### src/rtl/sb_serializer.sv
// Sideband serializer: pops one packet word from the TX FIFO, shifts it out LSB first,
// then enforces a fixed idle gap before the next packet may start.
module sb_serializer #(
  parameter int unsigned DATA_W     = 64,
  parameter int unsigned GAP_CYCLES = 32
) (
  input  logic              i_clk,
  input  logic              i_rst,
  input  logic [DATA_W-1:0] i_fifo_data,
  input  logic              i_fifo_empty,
  input  logic              i_clk_ser_en,
  output logic              o_fifo_rd_en,
  output logic              o_txdata_sb,
  output logic              o_clk_gate_en,
  output logic              o_ser_done,
  output logic              o_busy
);

  localparam int unsigned CNT_W = (DATA_W > 1) ? $clog2(DATA_W) : 1;
  localparam int unsigned GAP_W = (GAP_CYCLES > 1) ? $clog2(GAP_CYCLES) : 1;
  localparam logic [CNT_W-1:0] LAST_BIT = CNT_W'(DATA_W - 1);
  localparam logic [GAP_W-1:0] LAST_GAP = GAP_W'(GAP_CYCLES - 1);

  typedef enum logic [1:0] {
    S_IDLE  = 2'd0,
    S_LOAD  = 2'd1,
    S_SHIFT = 2'd2,
    S_GAP   = 2'd3
  } state_t;

  state_t             state_q, state_d;
  logic [DATA_W-1:0]  sr_q, sr_d;
  logic [CNT_W-1:0]   bit_cnt_q, bit_cnt_d;
  logic [GAP_W-1:0]   gap_cnt_q, gap_cnt_d;
  logic               gate_q, gate_d;
  logic               txd_q, txd_d;
  logic               done_q, done_d;
  logic               busy_q, busy_d;
  logic               gap_last;
  logic               pop;

  // State and datapath registers; reset clears everything immediately.
  always_ff @(posedge i_clk or posedge i_rst) begin
    if (i_rst) begin
      state_q   <= S_IDLE;
      sr_q      <= '0;
      bit_cnt_q <= '0;
      gap_cnt_q <= '0;
      gate_q    <= 1'b0;
      txd_q     <= 1'b0;
      done_q    <= 1'b0;
      busy_q    <= 1'b0;
    end else begin
      state_q   <= state_d;
      sr_q      <= sr_d;
      bit_cnt_q <= bit_cnt_d;
      gap_cnt_q <= gap_cnt_d;
      gate_q    <= gate_d;
      txd_q     <= txd_d;
      done_q    <= done_d;
      busy_q    <= busy_d;
    end
  end

  // Next-state, datapath update and next values of the registered outputs.
  always_comb begin
    state_d   = state_q;
    sr_d      = sr_q;
    bit_cnt_d = bit_cnt_q;
    gap_cnt_d = gap_cnt_q;

    gap_last = (state_q == S_GAP) && (gap_cnt_q == LAST_GAP);
    // Pop only from IDLE or on the last gap cycle, so a packet in flight is never disturbed.
    pop = !i_rst && i_clk_ser_en && !i_fifo_empty && ((state_q == S_IDLE) || gap_last);

    case (state_q)
      S_IDLE: begin
        if (pop) state_d = S_LOAD;
      end
      S_LOAD: begin
        sr_d      = i_fifo_data;
        bit_cnt_d = '0;
        state_d   = S_SHIFT;
      end
      S_SHIFT: begin
        sr_d = sr_q >> 1;
        if (bit_cnt_q == LAST_BIT) begin
          bit_cnt_d = '0;
          gap_cnt_d = '0;
          state_d   = S_GAP;
        end else begin
          bit_cnt_d = bit_cnt_q + 1'b1;
        end
      end
      S_GAP: begin
        if (gap_last) state_d = pop ? S_LOAD : S_IDLE;
        else          gap_cnt_d = gap_cnt_q + 1'b1;
      end
      default: state_d = S_IDLE;
    endcase

    // Outputs are registered from the next state so they move on the same edges as the FSM.
    gate_d = (state_d == S_SHIFT);
    txd_d  = (state_d == S_SHIFT) ? sr_d[0] : 1'b0;
    done_d = (state_d == S_GAP) && (gap_cnt_d == LAST_GAP);
    busy_d = (state_d != S_IDLE);
  end

  assign o_fifo_rd_en  = pop;
  assign o_txdata_sb   = txd_q;
  assign o_clk_gate_en = gate_q;
  assign o_ser_done    = done_q;
  assign o_busy        = busy_q;

endmodule

### config.mk
export PLATFORM = sky130hd
export DESIGN_NAME = sb_serializer
export DESIGN_NICKNAME = d
export VERILOG_FILES = /design/src/rtl/sb_serializer.sv
export SDC_FILE = /design/constraint.sdc
export NUM_CORES = 1
export LEC_CHECK = 0
export ABC_AREA = 1
export CORE_ASPECT_RATIO = 0.8
export CORE_MARGIN = 5
export CORE_UTILIZATION = 50
export DETAILED_ROUTE_END_ITERATION = 12
export PLACE_DENSITY = 0.8
export RECOVER_POWER = 100
export SLEW_MARGIN = 10
export SYNTH_ARGS = -nofsm -noshare
export SYNTH_HDL_FRONTEND = slang
export SYNTH_SLANG_ARGS = --single-unit
### constraint.sdc
create_clock -name i_clk -period 7.2 [get_ports i_clk]
set_input_delay 1.08 -clock i_clk [delete_from_list [all_inputs] [get_ports i_clk]]
set_output_delay 1.08 -clock i_clk [all_outputs]
set_load 0.05 [all_outputs]
==> results of run 1 <==
## cells in the mapped netlist
library cell	instances	area, um^2
nor3_2	1	10.0
buf_2	6	30.0
nand3_2	1	10.0
o211ai_1	5	37.5
o21ai_0	6	30.0
ha_1	7	87.6
nor3_1	2	10.0
buf_6	2	22.5
nor2_2	1	6.26
dfrtp_1	81	2030
a211oi_1	1	7.51
a31o_2	1	8.76
a32o_1	1	10.0
buf_1	4	15.0
a21oi_1	5	25.0
a21oi_2	1	8.76
nor2_1	14	52.6
nor2_4	2	22.5
nand2_1	156	586
nand2_2	3	18.8
nand3_1	139	696
inv_1	29	109
inv_2	1	3.75
buf_4	6	45.0
clkbuf_1	12	45.0
## critical path, stage by stage
cell,delay (ns)
dlygate4sd3_1,0.55
inv_1,0.05
nor2_1,0.12
nand2_1,0.11
a21oi_1,0.13
dlygate4sd3_1,0.88
## stage by stage
stage	hold slack (ns)	instances	cell area [um^2]	power [mW]
floorplan	0.452	487	3920	1.32
global placement	0.461	636	4640	1.46
detailed placement	0.468	636	4640	1.49
CTS	0.486	652	4810	1.78
global route	0.508	652	4810	1.93
finish	0.480	652	4810	1.77
## state kept, by name (all words and copies together) (netlist names)
| signal | flops |
|---|---|
| sr_q | 64 |
| bit_cnt_q | 6 |
| gap_cnt_q | 5 |
| state_q | 2 |
| o_busy | 1 |
| o_clk_gate_en | 1 |
| o_ser_done | 1 |
| o_txdata_sb | 1 |
## path summary, 6_finish.rpt
| check | slack [ns] | from | end | depth (start not counted) |
|---|---|---|---|---|
| max in group asynchronous | 4.87 | i_rst | sr_q[51] | 3 |
| worst min register to register | 0.48 | sr_q[45] | sr_q[44] | 2 |
| worst min-delay path | 0.48 | sr_q[45] | sr_q[44] | 2 |
| worst max-delay path | 3.20 | i_clk_ser_en | o_fifo_rd_en | 6 |
| worst max register to register | 3.58 | state_q[0] | bit_cnt_q[5] | 10 |
| min in group asynchronous | 1.69 | i_rst | sr_q[4] | 3 |
## power groups by stage
stage | Combinational, mW | Sequential (mW) | Clock, mW
global route | 0.930 | 0.682 | 0.318
detailed placement | 0.818 | 0.669 | 0
global placement | 0.793 | 0.663 | 0
finish | 0.815 | 0.665 | 0.289
CTS | 0.820 | 0.663 | 0.298
floorplan | 0.647 | 0.673 | 0
## logic make-up after synthesis
logic type / count (synthesis)
simple gates: 319
buf+inv: 60
flops: 81
fa+ha+maj: 7
compound gates: 20
## routing by layer
| layer | vias to the layer above | wire length (um) |
|---|---|---|
| li1 | 1694 | - |
| met1 | 1590 | 4200 |
| met2 | 125 | 3910 |
| met3 | 6 | 630 |
| met4 | 0 | 44 |
| met5 | - | 0 |
## cell type report
| class | instances | area (um^2) |
|---|---|---|
| clock buffers | 11 | 141 |
| clock inverters | 5 | 31.3 |
| multi-input cells | 346 | 1630 |
| repair buffers | 74 | 736 |
| fillers | 637 | 2720 |
| flip-flops and latches | 81 | 2030 |
| inverters | 30 | 114 |
| well taps | 105 | 131 |
==> metrics.txt, run 1 <==
syn_area_per_cell slightly above 8 um^2; RSZ-0062 raised after global routing false; Core Util, Final 0.639; synth warn 0; Switching Fraction 0.449; crit path capture type output pin; critical path startpoint category input pin; post-cts sizing count 0; WS Path Type input pin to output pin; Worst EP required slightly above 6 ns; Wirelength per Cell 13.5 um; grt total ovfl 0; internal power 0.976 mW; Seq pwr share 0.376; cts bufs inserted 9; clk root buf clkbuf_8; layout cell share with drive strength beyond 1 0.0530; global placement routability congestion approximately 0.91; commonest cells after routing, fill and taps aside nand2_1 (156), nand3_1 (139), dfrtp_1 (81); WL final 8.78 mm; met3 Usage GRT 0.0448; nets 617; initial antenna violation count 0; Cell Pwr Density about 370 nW/um^2; via count 3415; Max-cap violations 2; maximum fanout along the worst path 3; critical path arrival ~3 ns; Starting Density 0.521; crit share post-route 0.556; Cell Area, Synth 3920 um^2; first-pass GRT wire length 15.2 mm; sw power 0.794 mW; register area share after synthesis 0.517; die span in y 89.2 um; clock power share 0.163; H-Tree Depth 3; post-synth cell types 25; Peak VDD IR 0.000414 V; syn nets 562; core area between 7000 and 8000 um^2; DP Wirelength 5.65 mm; setup TNS 0 ns; clock sinks 81; mux contribution to synthesized area 0; outcome finished, violations left; post-CTS setup buffers 0; DIE AREA 9730 um^2; Max Clk Rate between 0.2 and 0.25 GHz; vias in the first global route 3310; CTS tree yes; most common cell after layout, fill and taps aside nand2_1; DRT Pass-1 Iters 5; largest net degree at the start of global routing 82; global routing's busiest layer met2; Routed Antenna Nets 0; IO buf count 72; clk slew on worst S/H paths about 0.08 ns; Post-Synth Simple-Gate Area 0.360; Leak 2.31 nW; largest family of logic cells by synthesized area simple AND/OR/NAND/NOR gates; routed vias/inst roughly 5.2; fin worst setup slack ~3.2 ns; final setup vio count 0; fin crit period about 4.0 ns; M2 GR Usage 0.297; IO Pins 73; clk buf depth 2; Synth Register Bits 81; Layout area overhead 22.7%; violated checks capacitance limit, slew limit; Hold Crit Class flip-flop to flip-flop; Gate power share 0.461; Rel. slew slack -0.279; # DRC 0; Place WS 3.35 ns; worst skew pair latency 0.33 ns; Initial DRC Count 270; final hold violation count 0; clock skew roughly 0.011 ns; # hold bufs at CTS 0; post-synthesis compound-gate area fraction 0.0325; Gate Count Post-Synth 487; xor/xnor share of the synthesized area 0; met1 global-route usage 0.285; die width 109 um; Post-Synth Adder-Cell Area 0.0223; Max Transition Viols Final 130; diode count 0; GRT Util Overall 0.194; row cnt 28; Worst Tran Pin Value between 1.5 and 2 ns
Power figures use the tool's default switching activity.
==> run 2, diff against run 1 <==
==> constraint.sdc (replaced) <==
create_clock -name i_clk -period 3.7 [get_ports i_clk]
set_input_delay 0.555 -clock i_clk [delete_from_list [all_inputs] [get_ports i_clk]]
set_output_delay 0.555 -clock i_clk [all_outputs]
set_load 0.05 [all_outputs]
==> run 2 against run 1 <==
Net effect: the flow still finishes with violations (capacitance limit, slew limit); combinational power increased by 95%; sequential share of layout area is 0.22 points lower; sequential power increased by 95%; clock power is 120% higher; count of clock-buffer cells in the layout is 1 higher; largest cell class unchanged; largest power group unchanged.
==> metrics.txt, run 2 (synthesis gave the netlist of run 1 again) <==
outcome finished, violations left; violated checks capacitance limit, slew limit; clk root buf clkbuf_8; Seq pwr share 0.367; first-pass GRT wire length 15.2 mm; DIE AREA 9730 um^2; largest net degree at the start of global routing 82; vias in the first global route 3213; grt total ovfl 0; final hold violation count 0; Wirelength per Cell 14.1 um; Top reg by flops sr_q; clock sinks 81; Place WS 1.34 ns; post-cts sizing count 0; Switching Fraction 0.443; diode count 0; fin worst setup slack 0.926 ns; Max Clk Rate 0.361 GHz; cts bufs inserted 9; Routed Antenna Nets 0; Worst Tran Pin Value 1.97 ns; internal power 1.97 mW; clk slew on worst S/H paths 0.08 ns; top flop regs sr_q: 64 flops, bit_cnt_q: 6 flops, gap_cnt_q: 5 flops; critical path startpoint category flip-flop; die width 109 um; Hold Crit Class flip-flop to flip-flop; # DRC 0; WS Path Type flip-flop to output pin; Tot Pwr 3.54 mW; worst skew pair latency 0.35 ns; clock power share 0.184; WL final 9.24 mm; CTS tree yes; sw power between 1.5 and 2 mW; clock skew roughly 0.0095 ns; DRT Pass-1 Iters 4; min-delay src sr_q[37]; critical path arrival about 2.2 ns; initial antenna violation count 0; RR Endpoint bit_cnt_q[5]; GRT Util Overall 0.200; reg2reg start state_q[1]; Initial DRC Count 240; # hold bufs at CTS 0; routed vias/inst 5.27; row cnt 28; nets 620; area of the multi-input gates 1620 um^2; Gate power share 0.449; Layout area overhead 23.3%; die span in y 89.2 um; Sequential Area between 2000 and 2500 um^2; Worst Hold Slack approximately 0.48 ns; Leak 2.32 nW; Max-cap violations 1; IO buf count 72; IO Pins 73; Max Transition Viols Final 82; DP Wirelength 6.14 mm; global placement routability congestion 0.861; core area about 7500 um^2; reg2reg path depth 8; via count 3450; maximum fanout along the worst path 5; post-CTS setup buffers 0; fin crit period 2.77 ns; commonest cells after routing, fill and taps aside nand2_1 (157), nand3_1 (139), dfrtp_1 (81); Worst EP required between 3 and 4 ns; Cell Pwr Density around 730 nW/um^2; hold depth 2; Peak VDD IR 0.000475 V; Rel. slew slack -0.310; RSZ-0062 raised after global routing false; Starting Density 0.521; most common cell after layout, fill and taps aside nand2_1; final setup vio count 0; setup TNS 0 ns; Reg2Reg Setup Slack 1.01 ns; H-Tree Depth 3; crit path capture type output pin; filler cell count 678; layout cell share with drive strength beyond 1 0.0564; Min-Delay Endpoint sr_q[36]; crit share post-route 0.750; clk buf depth 2; Largest register FFs 64
[run 2: power groups by stage]
stage	Sequential [mW]	Clock (mW)	Combinational, mW
after global routing	1.33	0.702	1.80
after detailed placement	1.31	0	1.61
after floorplan	1.31	0	1.26
final	1.30	0.650	1.59
after CTS	1.30	0.661	1.62
after global placement	1.30	0	1.56
[run 2: layout make-up]
cell class                 count  share of cell area
timing repair buffer          77               0.154
multi-input combinational    346               0.336
inverter                      30              0.0235
sequential                    81               0.419
clock inverter                 4              0.0106
clock buffer                  12              0.0300
tap                          105              0.0271
[run 2: per-stage QoR]
stage | cell area (um^2) | std cells | utilization
2_1_floorplan | 3930 | 487 | -
3_3_place_gp | 4660 | 639 | 0.619
3_5_place_dp | 4660 | 639 | 0.619
4_1_cts | 4860 | 655 | 0.645
5_1_grt | 4840 | 655 | 0.643
6_report | 4840 | 655 | 0.643
[run 2: routing by layer]
metal	global-route usage	share of wire
met5	0	0
met4	0.0413	0.0088
met3	0.0643	0.067
met2	0.298	0.45
met1	0.288	0.47
[run 2: worst max-delay path by stage]
| stage | start | to | slack [ns] |
|---|---|---|---|
| after floorplan | i_rst | o_fifo_rd_en | 0.71 |
| after global placement | state_q[1] | sr_q[32] | 1.42 |
| after detailed placement | state_q[1] | sr_q[37] | 1.34 |
| after CTS | gap_cnt_q[1] | o_fifo_rd_en | 1.20 |
| after global routing | i_rst | gap_cnt_q[0] | 0.58 |
| final | gap_cnt_q[1] | o_fifo_rd_en | 0.93 |
[run 2: worst max-delay path: stages, from the launching register on]
cell and delay (ns):
dfrtp_1 0.43, ha_1 0.19, nand2_1 0.08, nor2_1 0.11
ha_1 0.22, nand2_1 0.14, a21oi_1 0.22, clkbuf_1 0.49
==> run 3, diff against run 2 <==
==> constraint.sdc (replaced) <==
create_clock -name i_clk -period 2.75 [get_ports i_clk]
set_input_delay 0.4125 -clock i_clk [delete_from_list [all_inputs] [get_ports i_clk]]
set_output_delay 0.4125 -clock i_clk [all_outputs]
set_load 0.05 [all_outputs]
==> run 3 against run 2 <==
Net effect: global-route usage is 0.15 points lower; critical path depth is the same; total power grew 35%; clock power rose by 37%; final cell count up 0.31%; worst hold slack worse by 0.0014 ns; clock skew shrank 0.0040 ns; first-iteration DRC count is 13% higher; the flow still finishes with violations (capacitance limit, slew limit).
==> metrics.txt, run 3 (synthesis gave the netlist of run 1 again) <==
Starting Density 0.521; Layout area overhead 24.1%; crit path capture type output pin; Routed Antenna Nets 0; DP Wirelength 6.04 mm; # DRC 0; Tot Pwr between 4 and 5 mW; Leak 2.34 nW; GRT Util Overall 0.198; vias in the first global route 3223; commonest cells after routing, fill and taps aside nand2_1 (157), nand3_1 (139), dfrtp_1 (81); # hold bufs at CTS 0; Area after DPL 4700 um^2; min-delay src sr_q[62]; Worst EP required 2.34 ns; violated checks capacitance limit, slew limit; Core Util, Final 0.646; reg2reg start state_q[1]; diode count 0; largest net degree at the start of global routing 82; Place WS 0.627 ns; IO Pins between 70 and 80; post-cts sizing count 0; area of the multi-input gates 1610 um^2; die width 109 um; top flop regs sr_q: 64 flops, bit_cnt_q: 6 flops, gap_cnt_q: 5 flops; Wirelength per Cell 13.6 um; hold depth 2; CTS tree yes; Seq pwr share 0.363; filler cell count between 600 and 700; Design Area, Final 4870 um^2; core area between 7000 and 8000 um^2; worst skew pair latency 0.35 ns; Initial DRC Count 271; H-Tree Depth 3; Max Clk Rate around 0.4 GHz; maximum fanout along the worst path 5; die span in y slightly below 90 um; post-CTS setup buffers 0; clk root buf clkbuf_8; Switching Fraction 0.433; via count 3415; first-pass GRT wire length 15.2 mm; RSZ-0062 raised after global routing false; clk buf depth 2; RR Endpoint o_txdata_sb; DIE AREA between 9000 and 10000 um^2; final hold violation count 0; clock sinks 81; Cell Pwr Density just under 1000 nW/um^2; Hold Crit Class flip-flop to flip-flop; IO buf count 72; Top reg by flops sr_q; WS Path Type flip-flop to output pin; final setup vio count 0; Max Transition Viols Final 82; Inst Count DP 641; Worst Hold Slack 0.479 ns; WL final approximately 8.9 mm; clock skew 0.00553 ns; fin worst setup slack just over 0.3 ns; DRT Pass-1 Iters 5; critical path arrival 2.03 ns; crit share post-route 0.888; outcome finished, violations left; cts bufs inserted 9; nets 622; Reg2Reg Setup Slack 0.44 ns; Rel. slew slack -0.167; reg2reg path depth 6; setup TNS 0 ns; critical path startpoint category flip-flop; global placement routability congestion roughly 0.87; initial antenna violation count 0; fin crit period 2.44 ns; most common cell after layout, fill and taps aside nand2_1; routed vias/inst 5.20; Gate power share 0.451; clk slew on worst S/H paths approximately 0.08 ns; row cnt 28; internal power roughly 2.7 mW; Largest register FFs 64; grt total ovfl 0; fin cells between 600 and 700; Max-cap violations 1; Min-Delay Endpoint sr_q[61]; Worst Tran Pin Value between 1.5 and 2 ns; clock power share 0.186; layout cell share with drive strength beyond 1 0.0598; sw power 2.07 mW; Peak VDD IR roughly 0.00083 V; Sequential Area about 2000 um^2
run 3: layout make-up:
type                       instances  share of cell area
sequential                        81               0.416
timing repair buffer              79               0.160
clock inverter                     4              0.0105
multi-input combinational        346               0.331
clock buffer                      12              0.0319
inverter                          30              0.0234
tap                              105              0.0270
run 3: worst max-delay path: stages (launching register included):
cell and delay [ns]:
dfrtp_1 0.42, ha_1 0.19, nand2_1 0.07, nor2_1 0.10, ha_1 0.22, nand2_1 0.16, a21oi_1 0.21, clkbuf_2 0.30
run 3: how the worst max path moves through the flow:
| stage | startpoint | to | slack, ns | cells after the start |
|---|---|---|---|---|
| after floorplan | i_rst | o_fifo_rd_en | 0.05 | 3 |
| after global placement | state_q[0] | sr_q[21] | 0.72 | 7 |
| after detailed placement | state_q[1] | sr_q[38] | 0.63 | 7 |
| after CTS | gap_cnt_q[1] | o_fifo_rd_en | 0.38 | 7 |
| after global routing | i_rst | sr_q[54] | 0.15 | 3 |
| final | gap_cnt_q[1] | o_fifo_rd_en | 0.31 | 7 |
run 3: power by group through the flow:
stage	logic, mW	clock network [mW]	registers [mW]
2_1_floorplan	1.69	0	1.76
3_3_place_gp	2.15	0	1.75
3_5_place_dp	2.21	0	1.75
4_1_cts	2.22	0.911	1.74
5_1_grt	2.45	0.969	1.78
6_report	2.16	0.889	1.74
run 3: metal layers:
metal	GRT usage	part of all wire
met1	0.292	0.50
met2	0.281	0.41
met3	0.0643	0.073
met4	0.0550	0.013
met5	0	0
